===== config.mk =====
export PLATFORM = sky130hd
export DESIGN_NAME = lc3_regfile_sync
export DESIGN_NICKNAME = d
export VERILOG_FILES = /design/src/rtl/lc3_pkg.sv /design/src/rtl/lc3_cc_unit.sv /design/src/rtl/lc3_regfile_sync.sv
export SDC_FILE = /design/constraint.sdc
export NUM_CORES = 1
export LEC_CHECK = 0
export CELL_PAD_IN_SITES_DETAIL_PLACEMENT = 1
export CELL_PAD_IN_SITES_GLOBAL_PLACEMENT = 2
export CORE_MARGIN = 2
export CORE_UTILIZATION = 35
export DETAILED_ROUTE_END_ITERATION = 10
export GPL_ROUTABILITY_DRIVEN = 0
export PLACE_DENSITY_LB_ADDON = 0.3
export SYNTH_ARGS = -nofsm -noshare
export SYNTH_HDL_FRONTEND = slang
export SYNTH_SLANG_ARGS = --single-unit
export TNS_END_PERCENT = 20

===== constraint.sdc =====
create_clock -name Clk -period 2.6 [get_ports Clk]
set_clock_uncertainty 0.05 [all_clocks]
set_input_delay 0.78 -clock Clk [delete_from_list [all_inputs] [get_ports Clk]]
set_output_delay 0.78 -clock Clk [all_outputs]
set_load 0.1 [all_outputs]

===== src/rtl/lc3_pkg.sv =====
// Shared types and helpers for the LC-3 register file slice: sweep FSM states,
// condition-code encoding and the value classifier used by the CC unit.
package lc3_pkg;

  typedef enum logic [0:0] {
    CLEAR,
    READY
  } rf_state_t;

  typedef struct packed {
    logic n;
    logic z;
    logic p;
  } nzp_t;

  localparam nzp_t NZP_RESET = nzp_t'(3'b010);

  // Widest data path the classifier accepts.
  localparam int unsigned NZP_MAX_W = 64;

  // The caller must zero-extend value above width so the zero test stays exact.
  function automatic nzp_t nzp_of(input logic [NZP_MAX_W-1:0] value, input int unsigned width);
    logic [NZP_MAX_W-1:0] shifted;
    nzp_t                 r;
    shifted = value >> (width - 1);
    r.n     = shifted[0];
    r.z     = (value == '0);
    r.p     = ~r.n & ~r.z;
    return r;
  endfunction

endpackage


===== src/rtl/lc3_cc_unit.sv =====
// Condition-code (NZP) and branch-enable registers. BEN always evaluates against
// the registered NZP, so a same-edge LD_CC does not affect it.
module lc3_cc_unit
  import lc3_pkg::*;
#(
  parameter int unsigned DATA_W = 16
) (
  input  logic              Clk,
  input  logic              Reset,
  input  logic              LD_CC,
  input  logic [DATA_W-1:0] CC_SRC,
  input  logic              LD_BEN,
  input  logic [2:0]        NZP_MASK,
  output logic [2:0]        NZP,
  output logic              BEN
);

  nzp_t                 nzp_q, nzp_d;
  logic                 ben_q, ben_d;
  logic [NZP_MAX_W-1:0] cc_ext;

  always_comb begin
    cc_ext               = '0;
    cc_ext[DATA_W-1:0]   = CC_SRC;
    nzp_d                = nzp_q;
    ben_d                = ben_q;
    if (LD_CC) begin
      nzp_d = nzp_of(cc_ext, DATA_W);
    end
    if (LD_BEN) begin
      ben_d = |(NZP_MASK & nzp_q);
    end
  end

  always_ff @(posedge Clk) begin
    if (Reset) begin
      nzp_q <= NZP_RESET;
      ben_q <= 1'b0;
    end else begin
      nzp_q <= nzp_d;
      ben_q <= ben_d;
    end
  end

  assign NZP = nzp_q;
  assign BEN = ben_q;

endmodule


===== src/rtl/lc3_regfile_sync.sv =====
// LC-3 register file on synchronous block RAM with a post-reset clear sweep, plus NZP/BEN.
// Define LC3_REGFILE_WRITE_BYPASS_EN for write-first same-edge collisions (default read-first).
module lc3_regfile_sync
  import lc3_pkg::*;
#(
  parameter int unsigned DATA_W = 16,
  parameter int unsigned NREGS  = 8,
  parameter int unsigned ADDR_W = $clog2(NREGS)
) (
  input  logic              Clk,
  input  logic              Reset,
  input  logic              LD_REG,
  input  logic [ADDR_W-1:0] DR,
  input  logic [DATA_W-1:0] D,
  input  logic              RD_EN,
  input  logic [ADDR_W-1:0] SR1,
  input  logic [ADDR_W-1:0] SR2,
  output logic [DATA_W-1:0] SR1_out,
  output logic [DATA_W-1:0] SR2_out,
  output logic              RD_VALID,
  output logic              BUSY,
  input  logic              LD_CC,
  input  logic [DATA_W-1:0] CC_SRC,
  input  logic              LD_BEN,
  input  logic [2:0]        NZP_MASK,
  output logic [2:0]        NZP,
  output logic              BEN
);

  if (DATA_W < 2 || DATA_W > NZP_MAX_W) begin : g_bad_width
    $error("lc3_regfile_sync: unsupported DATA_W");
  end

  logic [DATA_W-1:0] regs_q [NREGS];

  rf_state_t         state_q, state_d;
  logic [ADDR_W-1:0] clr_ptr_q, clr_ptr_d;
  logic [DATA_W-1:0] sr1_q, sr1_d, sr2_q, sr2_d;
  logic              rd_valid_q, rd_valid_d;

  logic              wr_en;
  logic [ADDR_W-1:0] wr_addr;
  logic [DATA_W-1:0] wr_data;
  logic              byp1, byp2;

`ifdef LC3_REGFILE_WRITE_BYPASS_EN
  assign byp1 = LD_REG && (DR == SR1);
  assign byp2 = LD_REG && (DR == SR2);
`else
  assign byp1 = 1'b0;
  assign byp2 = 1'b0;
`endif

  always_comb begin
    state_d    = state_q;
    clr_ptr_d  = clr_ptr_q;
    sr1_d      = sr1_q;
    sr2_d      = sr2_q;
    rd_valid_d = 1'b0;
    wr_en      = 1'b0;
    wr_addr    = DR;
    wr_data    = D;
    unique case (state_q)
      CLEAR: begin
        wr_en     = 1'b1;
        wr_addr   = clr_ptr_q;
        wr_data   = '0;
        clr_ptr_d = clr_ptr_q + 1'b1;
        if (clr_ptr_q == ADDR_W'(NREGS - 1)) begin
          state_d = READY;
        end
      end
      READY: begin
        wr_en = LD_REG;
        if (RD_EN) begin
          rd_valid_d = 1'b1;
          sr1_d      = byp1 ? D : regs_q[SR1];
          sr2_d      = byp2 ? D : regs_q[SR2];
        end
      end
    endcase
    // Reset edges never touch the array; the sweep that follows clears it.
    if (Reset) begin
      wr_en = 1'b0;
    end
  end

  always_ff @(posedge Clk) begin
    if (Reset) begin
      state_q    <= CLEAR;
      clr_ptr_q  <= '0;
      sr1_q      <= '0;
      sr2_q      <= '0;
      rd_valid_q <= 1'b0;
    end else begin
      state_q    <= state_d;
      clr_ptr_q  <= clr_ptr_d;
      sr1_q      <= sr1_d;
      sr2_q      <= sr2_d;
      rd_valid_q <= rd_valid_d;
    end
  end

  // No reset on the array so it maps onto block RAM.
  always_ff @(posedge Clk) begin
    if (wr_en) begin
      regs_q[wr_addr] <= wr_data;
    end
  end

  assign SR1_out  = sr1_q;
  assign SR2_out  = sr2_q;
  assign RD_VALID = rd_valid_q;
  assign BUSY     = (state_q == CLEAR);

  lc3_cc_unit #(
    .DATA_W(DATA_W)
  ) u_cc (
    .Clk     (Clk),
    .Reset   (Reset),
    .LD_CC   (LD_CC),
    .CC_SRC  (CC_SRC),
    .LD_BEN  (LD_BEN),
    .NZP_MASK(NZP_MASK),
    .NZP     (NZP),
    .BEN     (BEN)
  );

endmodule


==> metrics.txt <==
DP Cell Count between 700 and 800; switching share of power 0.209; cell count after synthesis 435; total power around 6.3 mW; Worst setup SP type flop; Max Transition Viols Final 0; Clk pin slew, worst setup/hold paths approximately 0.060 ns; top cells by count, synth edfxtp_1 (128), mux4_2 (64), nor2_1 (50); Die Span Y around 150 um; via density per instance approximately 5.3; vias in the first global route between 4000 and 5000; Worst slew margin 0.625; Final nets 586; Worst setup EP type output pin; Post-synth top flop edfxtp_1; post-synth top area cell edfxtp_1; Root Buffer clkbuf_16; Routed WL per cell between 20 and 25 um; final setup vio count 0; flop2flop setup slack between 0.8 and 0.9 ns; EDFF count, synth 128; PwrDens about 690 nW/um^2; leakage about 3.2 nW; Design Area, Final 9180 um^2; Final Cycle Share 0.820; fraction of layout cells with a size suffix above 1 0.291; CTS tree yes; synth unique cells 33; Max Freq about 470 MHz; # diodes 0; Max FO, Critical Path 14; # resized after CTS 0; PortBufs 87; Final TNS setup 0 ns; initial antenna violation count 0; first-pass detailed-route iteration total 4; Max-cap violations 0; Skew-Pair Late Insertion Delay 0.43 ns; post-route setup slack 0.467 ns; Tmin final roughly 2.1 ns; dpl hpwl between 10000 and 15000 um; most instantiated library cell after synthesis edfxtp_1; row count 52; total global routing overflow 0; CTS sink count between 150 and 200; clock network power share 0.449; Fin Hold WS ~0.44 ns; Hold Path Class flop to flop; flops & latches, synth between 150 and 200; post-CTS setup repair buffer count 0; largest net degree at the start of global routing 42; # hold bufs at CTS 0; Yosys warning total 0; H-Tree Level Count 4; CP Class flop to output pin; Worst VDD drop 0.476 mV; FFs w/ async S/R, synth 0; DR iter-0 viols between 200 and 300; Switch Pwr between 1 and 1.5 mW; Finished Core Util 0.454; # IOs just under 90; CP Data Required Time about 1.8 ns; Synthesized Nets slightly below 500; pre-CTS setup slack 0.165 ns; placed cell areas around 8500 um^2; status completed; slew at the pin with the worst max-slew slack roughly 0.56 ns; Avg Synthesized Cell Area between 15 and 20 um^2; Initial Util 0.357; final hold vios 0; Yosys top cell area share 0.532; mapped cell area between 7000 and 8000 um^2; GRT Total Usage 0.185; Max clock buf depth 2; unrepaired setup endpoints after global routing false; CTS Buf Count 17; Flop pwr share 0.473; first-pass GRT wire length between 20000 and 30000 um; Die Span X around 150 um; Non-Filler Instances ~800; routed vias ~4400; post-route ant nets 0; die area ~22000 um^2; core area between 20000 and 25000 um^2; final WL 19200 um; DRC violations left 0; ranking of synthesized cells by area edfxtp_1 (53%), mux4_2 (20%), dfxtp_1 (11%); post-synthesis sequential area ratio 0.646; Comb pwr share 0.078; crit path DAT approximately 1.3 ns; Internal 4.98 mW; area grow syn2layout 27.1%
## flip-flops by register name (all words and copies together), names as in the netlist
name       count
u_cc.NZP       3
SR1_out       16
SR2_out       16
clr_ptr_q      3
state_q        1
RD_VALID       1
regs_q       128
u_cc.BEN       1
## metal layers
metal  track usage  vias up  wire (um)
li1              -     1949          -
met1         0.223     2286       7740
met5             0        -          0
met3        0.0321       25        779
met4        0.0620        0        293
met2         0.334      109      10400
## logic make-up (layout without fill, tap and decap cells)
| kind of cell | Yosys count | in the layout | share of synthesized area |
|---|---|---|---|
| flops | 169 | 169 | 0.646 |
| simple gates | 120 | 120 | 0.0803 |
| mux | 67 | 67 | 0.204 |
| compound gates | 42 | 42 | 0.0364 |
| buf+inv | 34 | 146 | 0.0294 |
| fa+ha+maj | 2 | 2 | 0.00346 |
| xor+xnor | 1 | 1 | 0.00121 |
## worst paths after layout
check,startpoint,endpoint,cells after the start
min,SR1_out[7]$_SDFFE_PP0P_,SR1_out[7]$_SDFFE_PP0P_,2
min reg2reg,SR1_out[7]$_SDFFE_PP0P_,SR1_out[7]$_SDFFE_PP0P_,2
max reg2reg,state_q$_SDFF_PP0_,SR1_out[13]$_SDFFE_PP0P_,6
max,state_q$_SDFF_PP0_,BUSY,3
## power by group through the flow
| stage | clock [mW] | sequential [mW] | combinational (mW) |
|---|---|---|---|
| 3_5_place_dp | 0 | 3.04 | 0.495 |
| 2_1_floorplan | 0 | 3.07 | 0.254 |
| 6_report | 2.83 | 2.98 | 0.490 |
| 5_1_grt | 2.97 | 2.99 | 0.522 |
| 4_1_cts | 2.88 | 2.98 | 0.498 |
| 3_3_place_gp | 0 | 3.03 | 0.494 |
## critical path, cell delays in order, from the launching register on
cell and delay, ns:
dfxtp_1 0.33, buf_4 0.21, inv_1 0.14, buf_12 0.19
## cell usage in the layout (no fill, tap or decap), types with 16 or more instances in the layout
master,netlist,final
edfxtp_1,128,128
mux4_2,64,64
nor2_1,50,50
clkdlybuf4s50_1,0,47
buf_4,3,47
dfxtp_1,41,41
nor3_1,34,34
o22ai_1,32,32
clkbuf_16,0,20
and2_1,17,17
buf_12,0,16
## final cells by class
| cell class | count | area, um^2 |
|---|---|---|
| well taps | 270 | 338 |
| flip-flops and latches | 169 | 4660 |
| fillers | 1982 | 11100 |
| repair buffers | 112 | 1150 |
| inverters | 2 | 7.51 |
| clock inverters | 8 | 154 |
| multi-input cells | 232 | 2350 |
| clock buffers | 24 | 515 |
Power figures use the tool's default switching activity.
==> patch (same settings) <==
The parameter `NREGS` goes from 8 to 16.
--- a/src/rtl/lc3_regfile_sync.sv
+++ b/src/rtl/lc3_regfile_sync.sv
@@ -4,7 +4,7 @@
   import lc3_pkg::*;
 #(
   parameter int unsigned DATA_W = 16,
-  parameter int unsigned NREGS  = 8,
+  parameter int unsigned NREGS  = 16,
   parameter int unsigned ADDR_W = $clog2(NREGS)
 ) (
   input  logic              Clk,
Ports: changed (resized DR, SR1 and SR2); port bits go from 88 to 91. The function was not compared with the original's and may differ.
==> patch against the original RTL <==
  * Total power rose by 72%
  * Sequential cell count rose by 129
  * Final area rose by 84%
  * Largest power group unchanged
  * Setup slack got worse by 0.23 ns
  * Non-clock buffer count rose by 64
  * Hold slack improved by 0.0041 ns
  * Combinational power rose by 60%
  * Via count rose by 87%
  * Synthesized area rose by 89%
  * Routed wire length rose by 110%
==> patch: results <==
group,metric,value,unit
cells_and_area,largest_reg_flops,256,
pwr,p_comb_frac,0.073,
routing,wire_per_inst,27.8,µm
synth,synth_fp_nets,832,
pwr,pg_seq,5.22,mW
placed_design,dp_hpwl,27900,µm
synth,synth_edf_count,256,
min_path,min_from,"SR1_out[2]",
global_route,first_global_vias,8741,
cells_and_area,drive_gt1_frac,0.278,
synth,synth_ff_type,"edfxtp_1",
global_route,grt_max_degree,33,
synth,yosysUniqueCellTypes,41,
clocking,cts_setup_buffers,0,
synth,syn_area_per_cell,17.5,µm²
synth,synthTopCellsByArea,"edfxtp_1 56%, mux4_1 12%, dfxtp_1 6.2%, mux4_2 5.6%, mux2i_1 5.4%",
run_status,outcome,"finished clean",
pwr,p_sw,2.32,mW
routing,via_per_inst,5.55,
pwr,peakVddDrop,328,µV
clocking,h-tree-depth,2,
setup_path,cp.arrival,1.53,ns
synth,yosys_warnings,0,
cells_and_area,n_fill_cell,3821,
global_route,track_usage,0.202,
routing,dr.pass1.iters,5,
synth,yosysSeqAreaShare,0.626,
timing,slew-limit-headroom,0.510,
global_route,antenna_found_initial,0,
clocking,cts_buffers,35,
placed_design,dpl_cell_area,15800,µm²
placed_design,pre_cts_slack,-0.0401,ns
clocking,worstSkewPairLatency,0.51,ns
global_route,grt_pass1_wl,59600,µm
routing,drt_iter0_drc,564,
clocking,clockBufferDepth,3,
synth,synth_common_cells,"256 x edfxtp_1, 73 x mux2i_1, 60 x mux4_1",
pwr,p_leak,5.98,nW
floorplan,die_w,201,µm
cells_and_area,fin_nets,984,
placed_design,dp_cells,1411,
setup_path,cp_max_fo,10,
placed_design,port_buffers,90,
routing,vias,8188,
-- patch: changes by cell type after synthesis, moves of 32 or more --
cell and change:
nor3_1 -33, nand2_1 +33, o22ai_1 -32, edfxtp_1 +128, a22oi_1 +33, mux2i_1 +70
mux4_1 +60
-- patch: cell type report --
cell class              instances  area share
clock inverters                16     0.00762
flip-flops and latches        298       0.505
well taps                     518      0.0383
multi-input cells             417       0.284
repair buffers                176       0.106
inverters                       2    0.000444
clock buffers                  47      0.0594
-- patch: through the flow --
stage	power (mW)	setup TNS, ns	utilization	hold slack, ns
floorplan	5.77	-16.47	-	0.422
global placement	6.10	-0.0318	0.409	0.429
detailed placement	6.11	-1.98	0.409	0.435
CTS	10.9	0	0.438	0.452
global route	11.1	0	0.438	0.468
finish	10.8	0	0.438	0.447
-- patch: worst max-delay path, cell delays in order, from the launching register on --
cell and delay [ns]:
dfxtp_1 0.57, inv_1 0.24, buf_12 0.22
-- patch: path summary, 6_finish.rpt --
kind	to	slack, ns	depth (start not counted)
max	BUSY	0.24	2
min	SR1_out[2]	0.45	2
max reg2reg	SR2_out[14]	0.49	7
min reg2reg	SR1_out[2]	0.45	2
-- patch: cell families (layout without fill, tap and decap cells) --
| logic type | count (synthesis) | count (layout) | share of synthesized area |
|---|---|---|---|
| xor+xnor | 3 | 3 | 0.00193 |
| buf+inv | 63 | 241 | 0.0261 |
| fa+ha+maj | 1 | 1 | 0.000918 |
| compound gates | 110 | 110 | 0.0574 |
| flops | 298 | 298 | 0.626 |
| mux | 197 | 197 | 0.250 |
| simple gates | 106 | 106 | 0.0378 |
-- patch: routing by layer --
metal / track usage / vias up / part of all wire
li1: - / 3559 / -
met1: 0.265 / 4350 / 0.43
met2: 0.355 / 229 / 0.51
met3: 0.0334 / 50 / 0.048
met4: 0.0444 / 0 / 0.015
met5: 0 / - / 0
